**src/rtl/serial_adder.sv**
```systemverilog
// Bit-serial adder: {c,s} = a + b + cin resolved LSB first, one bit per clock.
// Define SERIAL_ADDER_OVF_EN to add the signed-overflow output ovf.
module serial_adder #(
    parameter int WIDTH = 8
) (
    input  logic             clk,
    input  logic             rst,
    input  logic             in_valid,
    output logic             in_ready,
    input  logic [WIDTH-1:0] a,
    input  logic [WIDTH-1:0] b,
    input  logic             cin,
    output logic             out_valid,
    input  logic             out_ready,
    output logic [WIDTH-1:0] s,
`ifdef SERIAL_ADDER_OVF_EN
    output logic             ovf,
`endif
    output logic             c
);
    localparam int CW = $clog2(WIDTH + 1);
    localparam logic [CW-1:0] LAST = CW'(WIDTH - 1);

    typedef enum logic [1:0] {IDLE, RUN, DONE} state_t;

    state_t           r_state;
    logic [WIDTH-1:0] r_a;
    logic [WIDTH-1:0] r_b;
    logic [WIDTH-1:0] r_sum;
    logic             r_carry;
    logic [CW-1:0]    r_cnt;
    logic             r_in_ready;
    logic             r_out_valid;
    logic [WIDTH-1:0] r_s;
    logic             r_c;
    logic             w_sum_bit;
    logic             w_carry;
    logic [WIDTH-1:0] w_sum_next;

    assign w_sum_bit  = r_a[0] ^ r_b[0] ^ r_carry;
    assign w_carry    = (r_a[0] & r_b[0]) | (r_a[0] & r_carry) | (r_b[0] & r_carry);
    assign w_sum_next = {w_sum_bit, r_sum[WIDTH-1:1]};

`ifdef SERIAL_ADDER_OVF_EN
    logic r_ovf;
    // On the final RUN edge r_carry still holds the carry into the MSB.
    always_ff @(posedge clk) begin
        if (rst)
            r_ovf <= 1'b0;
        else if (r_state == RUN && r_cnt == LAST)
            r_ovf <= r_carry ^ w_carry;
    end
    assign ovf = r_ovf;
`endif

    always_ff @(posedge clk) begin
        if (rst) begin
            r_state     <= IDLE;
            r_a         <= '0;
            r_b         <= '0;
            r_sum       <= '0;
            r_carry     <= 1'b0;
            r_cnt       <= '0;
            r_in_ready  <= 1'b1;
            r_out_valid <= 1'b0;
            r_s         <= '0;
            r_c         <= 1'b0;
        end else begin
            case (r_state)
                IDLE: begin
                    if (in_valid) begin
                        r_a        <= a;
                        r_b        <= b;
                        r_carry    <= cin;
                        r_cnt      <= '0;
                        r_in_ready <= 1'b0;
                        r_state    <= RUN;
                    end
                end
                RUN: begin
                    r_a     <= r_a >> 1;
                    r_b     <= r_b >> 1;
                    r_sum   <= w_sum_next;
                    r_carry <= w_carry;
                    r_cnt   <= r_cnt + 1'b1;
                    if (r_cnt == LAST) begin
                        r_s         <= w_sum_next;
                        r_c         <= w_carry;
                        r_out_valid <= 1'b1;
                        r_state     <= DONE;
                    end
                end
                DONE: begin
                    if (out_ready) begin
                        r_out_valid <= 1'b0;
                        r_in_ready  <= 1'b1;
                        r_state     <= IDLE;
                    end
                end
                default: r_state <= IDLE;
            endcase
        end
    end

    assign in_ready  = r_in_ready;
    assign out_valid = r_out_valid;
    assign s         = r_s;
    assign c         = r_c;
endmodule
```
**config.mk**
```make
export PLATFORM = sky130hd
export DESIGN_NAME = serial_adder
export DESIGN_NICKNAME = d
export VERILOG_FILES = /design/src/rtl/serial_adder.sv
export SDC_FILE = /design/constraint.sdc
export NUM_CORES = 1
export LEC_CHECK = 0
export ABC_AREA = 1
export BUFFER_PORTS_ARGS = -buffer_cell sky130_fd_sc_hd__buf_2
export CORE_ASPECT_RATIO = 2
export CORE_MARGIN = 2
export CORE_UTILIZATION = 50
export DETAILED_ROUTE_END_ITERATION = 7
export GPL_TIMING_DRIVEN = 0
export PLACE_DENSITY = 0.85
export SETUP_SLACK_MARGIN = 0.2
export SLEW_MARGIN = 40
export SYNTH_ARGS = -nofsm -noshare
export SYNTH_HDL_FRONTEND = slang
export SYNTH_SLANG_ARGS = --single-unit
```
**constraint.sdc**
```tcl
create_clock -name clk -period 2 [get_ports clk]
set_clock_uncertainty 0.15 [all_clocks]
set_input_delay 0.2 -clock clk [delete_from_list [all_inputs] [get_ports clk]]
set_output_delay 0.2 -clock clk [all_outputs]
set_load 0.05 [all_outputs]
```
==> results.sh, run 1 <==
export IMPL_syn_area_per_cell_um2=6.89
export IMPL_synth_seq_cells=41
export IMPL_p_leak_nw=1.02
export IMPL_die_area_mm2=0.00403
export IMPL_slew_headroom=0.636
export IMPL_yosys_warnings=0
export IMPL_synthCells=255
export IMPL_place_inst=317
export IMPL_synth_nets=278
export IMPL_htreeDepth=2
export IMPL_io_buffers=30
export IMPL_startpoint_type="register"
export IMPL_cts_sinks=41
export IMPL_gr_usage_met1=0.216
export IMPL_busiest_layer="met2"
export IMPL_clk_pin_slew_ps=80
export IMPL_die_h_um=87.8
export IMPL_drc=0
export IMPL_grtUsageMet2=0.396
export IMPL_grt_use_total=0.220
export IMPL_synth_simple_area_share=0.368
export IMPL_via_per_inst=5.14
export IMPL_dp_hpwl_um=2860
export IMPL_yosysTopAreaCell="dfxtp_1"
export IMPL_grt_pass1_wl_um=6450
export IMPL_ys_seq_area_frac=0.467
export IMPL_finalSetupViolations=0
export IMPL_fin_ws_ps=407
export IMPL_path_max_fanout=8
export IMPL_drive_above_1_share=0.163
export IMPL_stdcell_count=326
export IMPL_slew_violations=0
export IMPL_synth_xor_area_frac=0
export IMPL_wl_per_cell_um=12.0
export IMPL_synth_area_mux_share=0
export IMPL_cts_resized_gates=0
export IMPL_root_buffer="clkbuf_8"
export IMPL_power_density_mw_per_mm2=837
export IMPL_grt_ovfl_total=0
export IMPL_grt_max_degree=13
export IMPL_crit_type="reg -> reg"
export IMPL_diodes=0
export IMPL_hp_class="in -> reg"
export IMPL_clock_latency_ps=300
export IMPL_antenna_found_initial=0
export IMPL_fillers=329
export IMPL_use_met3=0.0536
export IMPL_rsz0062_at_grt="no"
export IMPL_nNetsFinal=317
export IMPL_postCtsSetupBuffers=0
export IMPL_first_global_vias=1566
export IMPL_synth_area_leaders="dfxtp_1 (47%), nand2_1 (14%), nor2_1 (12%), nand3_1 (11%), inv_1 (4.7%)"
export IMPL_synth_top_family_by_area="simple AND/OR/NAND/NOR gates"
export IMPL_peakVddDrop_mv=0.564
export IMPL_gp_congestion=0.829
export IMPL_synth_flop_cell="dfxtp_1"
export IMPL_routed_wl_um=3930
export IMPL_final_antenna_net_count=0
export IMPL_die_w_um=45.9
export IMPL_synth_distinct_cells=16
export IMPL_drt_iter0_drc=45
export IMPL_cp_required_ps=2090
export IMPL_synth_edff_count=0
export IMPL_multi_input_area_um2=773
export IMPL_ios=32
export IMPL_cts_buffers=5
export IMPL_finalHoldViolations=0
export IMPL_async_reset_ff_frac=0
export IMPL_fp_row_count=30
export IMPL_fmax_ghz=0.628
export IMPL_synth_top_cell_area_share=0.467
export IMPL_core_mm2=0.00338
export IMPL_syn_area_mm2=0.00176
export IMPL_synth_compound_area_share=0.0541
export IMPL_vias=1675
export IMPL_arrival_ps=1690
export IMPL_cts_tree="done"
export IMPL_p_total_mw=1.73
export IMPL_seqCellArea_um2=821
export IMPL_synth_adder_area_share=0.0185
export IMPL_tns_ps=0
export IMPL_dp_slack_ps=437
export IMPL_start_util=0.520
export IMPL_cts_buffer_depth=2
export IMPL_areaGrowthSynthToFinish_pct=17.9
export IMPL_tightestPinTransition_ps=546
export IMPL_min_period_ps=1590
export IMPL_finalCritPeriodShare=0.796
export IMPL_synth_common_cells="nand2_1 (64), nor2_1 (54), dfxtp_1 (41)"
export IMPL_cp_end_kind="register"
export IMPL_synth_most_common_cell="nand2_1"
export IMPL_status="complete, no violations"
export IMPL_cap_violations=0
export IMPL_dr_pass1_iters=4
## critical path: stages (launching register included)
cell and delay [ps]:
dfxtp_1 380, ha_1 190, nand2_1 100, nor2_1 140, nand2_1 110, nor2_2 290
nand2_1 90, nand2_1 80
## stage by stage
stage	util	hold slack (ps)	area [um^2]
2_1_floorplan	-	193	1760
3_3_place_gp	0.576	297	1950
3_5_place_dp	0.576	305	1950
4_1_cts	0.613	10.7	2070
5_1_grt	0.613	32.6	2070
6_report	0.613	7.68	2070
## layer usage
layer,vias up,share of wire,routed length [um]
li1,873,-,-
met1,761,0.38,1500
met2,35,0.56,2200
met3,6,0.036,142
met4,0,0.019,76
met5,-,0,0
## logic make-up (layout without fill, tap and decap cells)
group / after synthesis / count (layout)
compound gates: 19 / 19
fa+ha+maj: 2 / 2
buf+inv: 35 / 74
flops: 41 / 41
simple gates: 158 / 158
## where the power goes
part | internal [mW] | switching (mW)
logic | 0.0787 | 0.126
registers | 0.857 | 0.0254
clock network | 0.363 | 0.283
## placed cells by master (no fill, tap or decap), drive strengths merged, types with 2 or more instances in the layout
master / count
clkbuf: 6
nand2: 65
buf: 42
inv: 22
nor2: 55
dfxtp: 41
dlygate4sd3: 2
nand3: 38
a21oi: 8
o21ai: 11
## final timing paths
kind / start / to / slack (ps) / cells past startpoint
setup / recovery: r_cnt[0] / s[7] / 410 / 7
hold / removal: b[7] / r_b[7] / 8 / 3
setup reg to reg: r_cnt[0] / s[7] / 410 / 7
hold reg to reg: r_sum[6] / s[5] / 310 / 2
## registers in the layout, indices dropped and copies added, names as in the netlist
| signal | flops |
|---|---|
| r_a | 8 |
| r_b | 8 |
| s | 8 |
| r_sum | 7 |
| r_cnt | 4 |
| r_state | 2 |
| c | 1 |
| in_ready | 1 |
| out_valid | 1 |
| r_carry | 1 |
## repair_timing
| action | in CTS | in global routing |
|---|---|---|
| setup endpoints to repair | 0 | 0 |
| hold buffers | 2 | 0 |
| hold endpoints to repair | 2 | 0 |
## layout make-up
type,count,area share
plain buffers,13,0.0387
clock buffers,5,0.0332
clock inverters,2,0.0169
inverters,22,0.0399
multi-input cells,179,0.373
flip-flops and latches,41,0.396
well taps,32,0.0193
repair buffers,32,0.0822
Power figures use the tool's default switching activity.
==> run 2: changes to the inputs <==
--- a/config.mk
+++ b/config.mk
@@ -9,10 +9,10 @@
 export BUFFER_PORTS_ARGS = -buffer_cell sky130_fd_sc_hd__buf_2
 export CORE_ASPECT_RATIO = 2
 export CORE_MARGIN = 2
-export CORE_UTILIZATION = 50
+export CORE_UTILIZATION = 49
 export DETAILED_ROUTE_END_ITERATION = 7
 export GPL_TIMING_DRIVEN = 0
-export PLACE_DENSITY = 0.85
+export PLACE_DENSITY = 0.86
 export SETUP_SLACK_MARGIN = 0.2
 export SLEW_MARGIN = 40
 export SYNTH_ARGS = -nofsm -noshare
==> constraint.sdc (replaced) <==
create_clock -name clk -period 1.3 [get_ports clk]
set_clock_uncertainty 0.15 [all_clocks]
set_input_delay 0.13 -clock clk [delete_from_list [all_inputs] [get_ports clk]]
set_output_delay 0.13 -clock clk [all_outputs]
set_load 0.05 [all_outputs]
==> run 2 against run 1 <==
  * The flow now finishes with violations (negative setup slack)
  * Sequential power up 56%
  * Sequential share of layout area shrank 11 points
  * Combinational power rose to 3.1 times the previous value
  * Die area rose by 1.9%
  * Utilization grew 25 points
  * Fmax up 13%
  * Flip-flop and latch count unchanged
  * Register-to-register slack lost 510 ps
  * Total power rose by 79%
  * Worst hold slack got worse by 3.0 ps
  * Critical path depth grew 1
  * Routed wire length grew 67%
  * Critical path type unchanged
==> results.sh, run 2 (same netlist as run 1, synthesis figures left out) <==
export IMPL_grt_pass1_wl_um=8140
export IMPL_min_period_ps=1400
export IMPL_clk_pin_slew_ps=90
export IMPL_fillers=161
export IMPL_drc=0
export IMPL_grt_ovfl_total=0
export IMPL_routed_wl_um=6570
export IMPL_clock_latency_ps=310
export IMPL_tightestPinTransition_ps=577
export IMPL_slew_violations=0
export IMPL_core_mm2=0.00342
export IMPL_p_leak_nw=1.41
export IMPL_arrival_ps=1490
export IMPL_r2r_cells=8
export IMPL_r2r_end="r_carry"
export IMPL_diodes=0
export IMPL_mostFrequentLayoutCells="nor2_1 (35), nand2_1 (34), nand3_1 (32), dfxtp_1 (25), buf_2 (21)"
export IMPL_drive_above_1_share=0.495
export IMPL_status="complete, but fails checks"
export IMPL_peakVddDrop_mv=1.03
export IMPL_cts_sinks=41
export IMPL_antenna_found_initial=0
export IMPL_cp_slowest_cell="dfxtp_4"
export IMPL_p_int_mw=2.18
export IMPL_clock_power_share=0.347
export IMPL_dpl_cell_area_mm2=0.00206
export IMPL_cp_required_ps=1390
export IMPL_finalCritPeriodShare=1.08
export IMPL_final_antenna_net_count=0
export IMPL_hold_path_endpoint="r_a[2]"
export IMPL_cts_buffer_depth=2
export IMPL_dr_pass1_iters=4
export IMPL_holdWs_ps=4.64
export IMPL_p_total_mw=3.11
export IMPL_power_net_switching_mw=0.923
export IMPL_slew_headroom=0.615
export IMPL_crit_type="reg -> reg"
export IMPL_cap_violations=0
export IMPL_r2r_start="r_state[0]"
export IMPL_whs_path_depth=5
export IMPL_cts_buffers=5
export IMPL_final_core_utilization=0.859
export IMPL_gp_congestion=0.808
export IMPL_grt_max_degree=15
export IMPL_r2r_setup_slack_ps=-100
export IMPL_worstHoldStart="a[2]"
export IMPL_dp_hpwl_um=2890
export IMPL_finalHoldViolations=0
export IMPL_cp_end_kind="register"
export IMPL_hp_class="in -> reg"
export IMPL_tns_ps=-1250
export IMPL_drt_iter0_drc=100
export IMPL_worstPathCellList="inv_4, nor2_4, buf_6, buf_12, nand2_4, nand2_2, nor2_1, nor2_1"
export IMPL_slowest_delay_ps=400
export IMPL_startpoint_type="register"
export IMPL_grt_use_total=0.274
export IMPL_first_global_vias=1928
export IMPL_finalSetupViolations=27
export IMPL_nNetsFinal=341
export IMPL_fmax_ghz=0.712
export IMPL_io_buffers=30
export IMPL_seqPwrFrac=0.446
export IMPL_final_common_cell="nor2_1"
export IMPL_ios=32
export IMPL_power_density_mw_per_mm2=1060
export IMPL_via_per_inst=5.55
export IMPL_htreeDepth=2
export IMPL_p_sw_frac=0.297
export IMPL_die_w_um=46.3
export IMPL_cts_tree="done"
export IMPL_fp_row_count=30
export IMPL_final_area_mm2=0.00293
export IMPL_cp_common_cell="nor2_1"
export IMPL_die_h_um=88.7
export IMPL_areaGrowthSynthToFinish_pct=67.0
export IMPL_die_area_mm2=0.00411
export IMPL_vias=2038
export IMPL_fin_ws_ps=-105
export IMPL_crit_family="flip-flops"
export IMPL_root_buffer="clkbuf_8"
export IMPL_violations="negative setup slack"
export IMPL_comb_power_share=0.207
export IMPL_crit_buf_inv=3
export IMPL_wl_per_cell_um=17.9
export IMPL_path_max_fanout=6
export IMPL_rsz0062_at_grt="yes"
export IMPL_start_util=0.514
==> run 2: worst max-delay path by stage <==
stage,from,slack (ps),cells after the start,end
3_3_place_gp,r_cnt[1],-50,7,s[7]
3_5_place_dp,r_cnt[1],-70,7,s[6]
4_1_cts,r_cnt[0],-10,7,s[6]
6_report,r_state[0],-100,8,r_carry
2_1_floorplan,r_cnt[1],50,7,c
5_1_grt,r_state[0],-150,8,r_carry
==> run 2: what timing repair did <==
item / 4_1_cts / 5_1_grt
setup buffers: 13 / 5
endpoints found under the hold margin: 4 / 0
hold buffers: 3 / 0
resized for setup: 78 / 77
setup endpoints to repair: 52 / 52
cloned: 3 / 2
pin swaps: 27 / 28
==> run 2: final cells by class <==
| class | instances | area, um^2 | share of cell area |
|---|---|---|---|
| buffer | 13 | 125 | 0.0427 |
| clock buffer | 5 | 68.8 | 0.0235 |
| clock inverter | 3 | 45.0 | 0.0154 |
| inverter | 22 | 95.1 | 0.0324 |
| multi-input combinational | 179 | 1180 | 0.404 |
| sequential | 41 | 846 | 0.288 |
| tap | 48 | 60.1 | 0.0205 |
| timing repair buffer | 56 | 509 | 0.174 |
==> run 2: routing by layer <==
layer / track usage / part of all wire / up-vias
li1: - / - / 923
met1: 0.263 / 0.35 / 982
met2: 0.485 / 0.55 / 100
met3: 0.0612 / 0.047 / 33
met4: 0.182 / 0.059 / 0
met5: 0 / 0 / -
==> run 2: power by group through the flow <==
stage / Clock [mW] / Sequential (mW) / Combinational (mW)
6_report: 1.08 / 1.38 / 0.643
5_1_grt: 1.13 / 1.39 / 0.678
4_1_cts: 1.06 / 1.36 / 0.464
3_5_place_dp: 0 / 1.39 / 0.330
3_3_place_gp: 0 / 1.39 / 0.323
2_1_floorplan: 0 / 1.39 / 0.234
==> run 2: tightest hold or removal path, delay by kind of cell <==
| family | cells | cell delay [ps] |
|---|---|---|
| and+or+nand+nor | 3 | 190 |
| buffers and inverters | 2 | 110 |
==> run 2: through the flow <==
step | setup slack, ps | instances
finish | -105 | 367
global route | -152 | 367
CTS | -12.8 | 360
detailed placement | -70.6 | 333
global placement | -52.9 | 333
floorplan | 50.9 | 255
==> run 3: changes to the inputs <==
--- a/config.mk
+++ b/config.mk
@@ -9,10 +9,10 @@
 export BUFFER_PORTS_ARGS = -buffer_cell sky130_fd_sc_hd__buf_2
 export CORE_ASPECT_RATIO = 2
 export CORE_MARGIN = 2
-export CORE_UTILIZATION = 49
+export CORE_UTILIZATION = 41
 export DETAILED_ROUTE_END_ITERATION = 7
 export GPL_TIMING_DRIVEN = 0
-export PLACE_DENSITY = 0.86
+export PLACE_DENSITY = 0.74
 export SETUP_SLACK_MARGIN = 0.2
 export SLEW_MARGIN = 40
 export SYNTH_ARGS = -nofsm -noshare
==> constraint.sdc (replaced) <==
create_clock -name clk -period 1.73 [get_ports clk]
set_clock_uncertainty 0.15 [all_clocks]
set_input_delay 0.173 -clock clk [delete_from_list [all_inputs] [get_ports clk]]
set_output_delay 0.173 -clock clk [all_outputs]
set_load 0.05 [all_outputs]
==> run 3 against run 2 <==
  * The run now ends clean
  * Global-route usage down 8.5 points
  * Clock power down 27%
  * Sequential share of layout area up 9.5 points
  * Worst hold slack better by 38 ps
  * Cell area down 27%
  * Fmax down 2.7%
  * Cell count down 5.2%
  * Worst setup slack better by 390 ps
  * Total power down 34%
  * Flip-flop and latch count unchanged
  * Non-clock buffer count down 23
  * Critical path type unchanged
  * Largest power group unchanged
  * Highest routed layer unchanged
==> results.sh, run 3 (same netlist as run 1, synthesis figures left out) <==
export IMPL_cts_buffer_depth=2
export IMPL_min_period_ps=1440
export IMPL_arrival_ps=1500
export IMPL_start_util=0.430
export IMPL_tightestPinTransition_ps=531
export IMPL_cp_required_ps=1780
export IMPL_via_per_inst=4.77
export IMPL_startpoint_type="register"
export IMPL_slew_violations=0
export IMPL_nNetsFinal=318
export IMPL_wl_per_cell_um=11.6
export IMPL_final_common_cell="nand2_1"
export IMPL_mostFrequentLayoutCells="nand2_1 (62), nor2_1 (51), nand3_1 (38), dfxtp_1 (38), buf_2 (33)"
export IMPL_grt_pass1_wl_um=6690
export IMPL_final_core_utilization=0.526
export IMPL_drive_above_1_share=0.196
export IMPL_antenna_found_initial=0
export IMPL_grt_use_total=0.189
export IMPL_cts_tree="done"
export IMPL_final_area_mm2=0.00215
export IMPL_clk_pin_slew_ps=80
export IMPL_slowest_delay_ps=350
export IMPL_dp_hpwl_um=2970
export IMPL_power_density_mw_per_mm2=954
export IMPL_p_leak_nw=1.03
export IMPL_p_total_mw=2.05
export IMPL_peakVddDrop_mv=0.780
export IMPL_cts_sinks=41
export IMPL_finalCritPeriodShare=0.834
export IMPL_dr_pass1_iters=4
export IMPL_areaGrowthSynthToFinish_pct=22.4
export IMPL_cp_end_kind="register"
export IMPL_htreeDepth=2
export IMPL_cp_slowest_cell="dfxtp_2"
export IMPL_grt_max_degree=15
export IMPL_ios=32
export IMPL_clock_latency_ps=300
export IMPL_worstPathCellList="ha_1, nand2_1, nor2_2, nand2_2, buf_4, nand3_1, nand2_1"
export IMPL_fp_row_count=33
export IMPL_finalHoldViolations=0
export IMPL_slew_headroom=0.646
export IMPL_finalSetupViolations=0
export IMPL_holdWs_ps=42.7
export IMPL_diodes=0
export IMPL_grt_ovfl_total=0
export IMPL_crit_family="simple AND/OR/NAND/NOR gates"
export IMPL_final_antenna_net_count=0
export IMPL_cts_buffers=5
export IMPL_fmax_ghz=0.693
export IMPL_fillers=414
export IMPL_first_global_vias=1521
export IMPL_tns_ps=0
export IMPL_cp_common_cell="nand2_1"
export IMPL_crit_buf_inv=1
export IMPL_hp_class="in -> reg"
export IMPL_crit_type="reg -> reg"
export IMPL_status="complete, no violations"
export IMPL_cap_violations=0
export IMPL_gp_congestion=0.850
export IMPL_dpl_cell_area_mm2=0.00197
export IMPL_rsz0062_at_grt="no"
export IMPL_vias=1659
export IMPL_io_buffers=30
export IMPL_routed_wl_um=4040
export IMPL_die_area_mm2=0.00486
export IMPL_die_w_um=50.3
export IMPL_die_h_um=96.6
export IMPL_drc=0
export IMPL_path_max_fanout=10
export IMPL_root_buffer="clkbuf_8"
export IMPL_drt_iter0_drc=30
export IMPL_core_mm2=0.00409
## run 3: final cells by class
type	instances	area [um^2]	area share
flip-flops and latches	41	825	0.384
inverters	22	82.6	0.0384
well taps	52	65.1	0.0303
plain buffers	13	86.3	0.0402
clock inverters	3	46.3	0.0215
multi-input cells	179	796	0.370
clock buffers	5	68.8	0.0320
repair buffers	33	180	0.0838
## run 3: worst paths after layout
check / from / end / slack (ps) / cells past startpoint
max: r_cnt[0] / c / 290 / 7
max reg2reg: r_cnt[0] / c / 290 / 7
min: b[1] / r_b[1] / 40 / 5
min reg2reg: r_cnt[0] / r_cnt[0] / 290 / 1
## run 3: worst register-to-register path: stages (launching register included)
cell and delay (ps):
dfxtp_2 350, ha_1 160, nand2_1 90, nor2_2 160, nand2_2 110, buf_4 190
nand3_1 80, nand2_1 60
## run 3: timing repair
item,CTS,global route
setup endpoints to repair,8,27
buffers inserted,0,0
hold buffers,3,0
gates resized for setup,3,10
hold endpoints to repair,4,0
## run 3: routing by layer
metal	vias to the layer above	GRT usage	wire, um
met5	-	0	0
met1	752	0.194	1600
met3	7	0.0369	124
met2	31	0.345	2220
li1	869	-	-
met4	0	0.113	100
## run 3: per-stage QoR
stage | worst slack, ps | std cells
final | 287 | 348
after global routing | 197 | 348
after CTS | 206 | 348
after detailed placement | 147 | 337
after global placement | 176 | 337
after floorplan | 413 | 255
## run 3: power breakdown
| group | switching (mW) | total [mW] | internal [mW] |
|---|---|---|---|
| Combinational | 0.146 | 0.241 | 0.0952 |
| Clock | 0.356 | 0.788 | 0.432 |
| Sequential | 0.0305 | 1.02 | 0.991 |
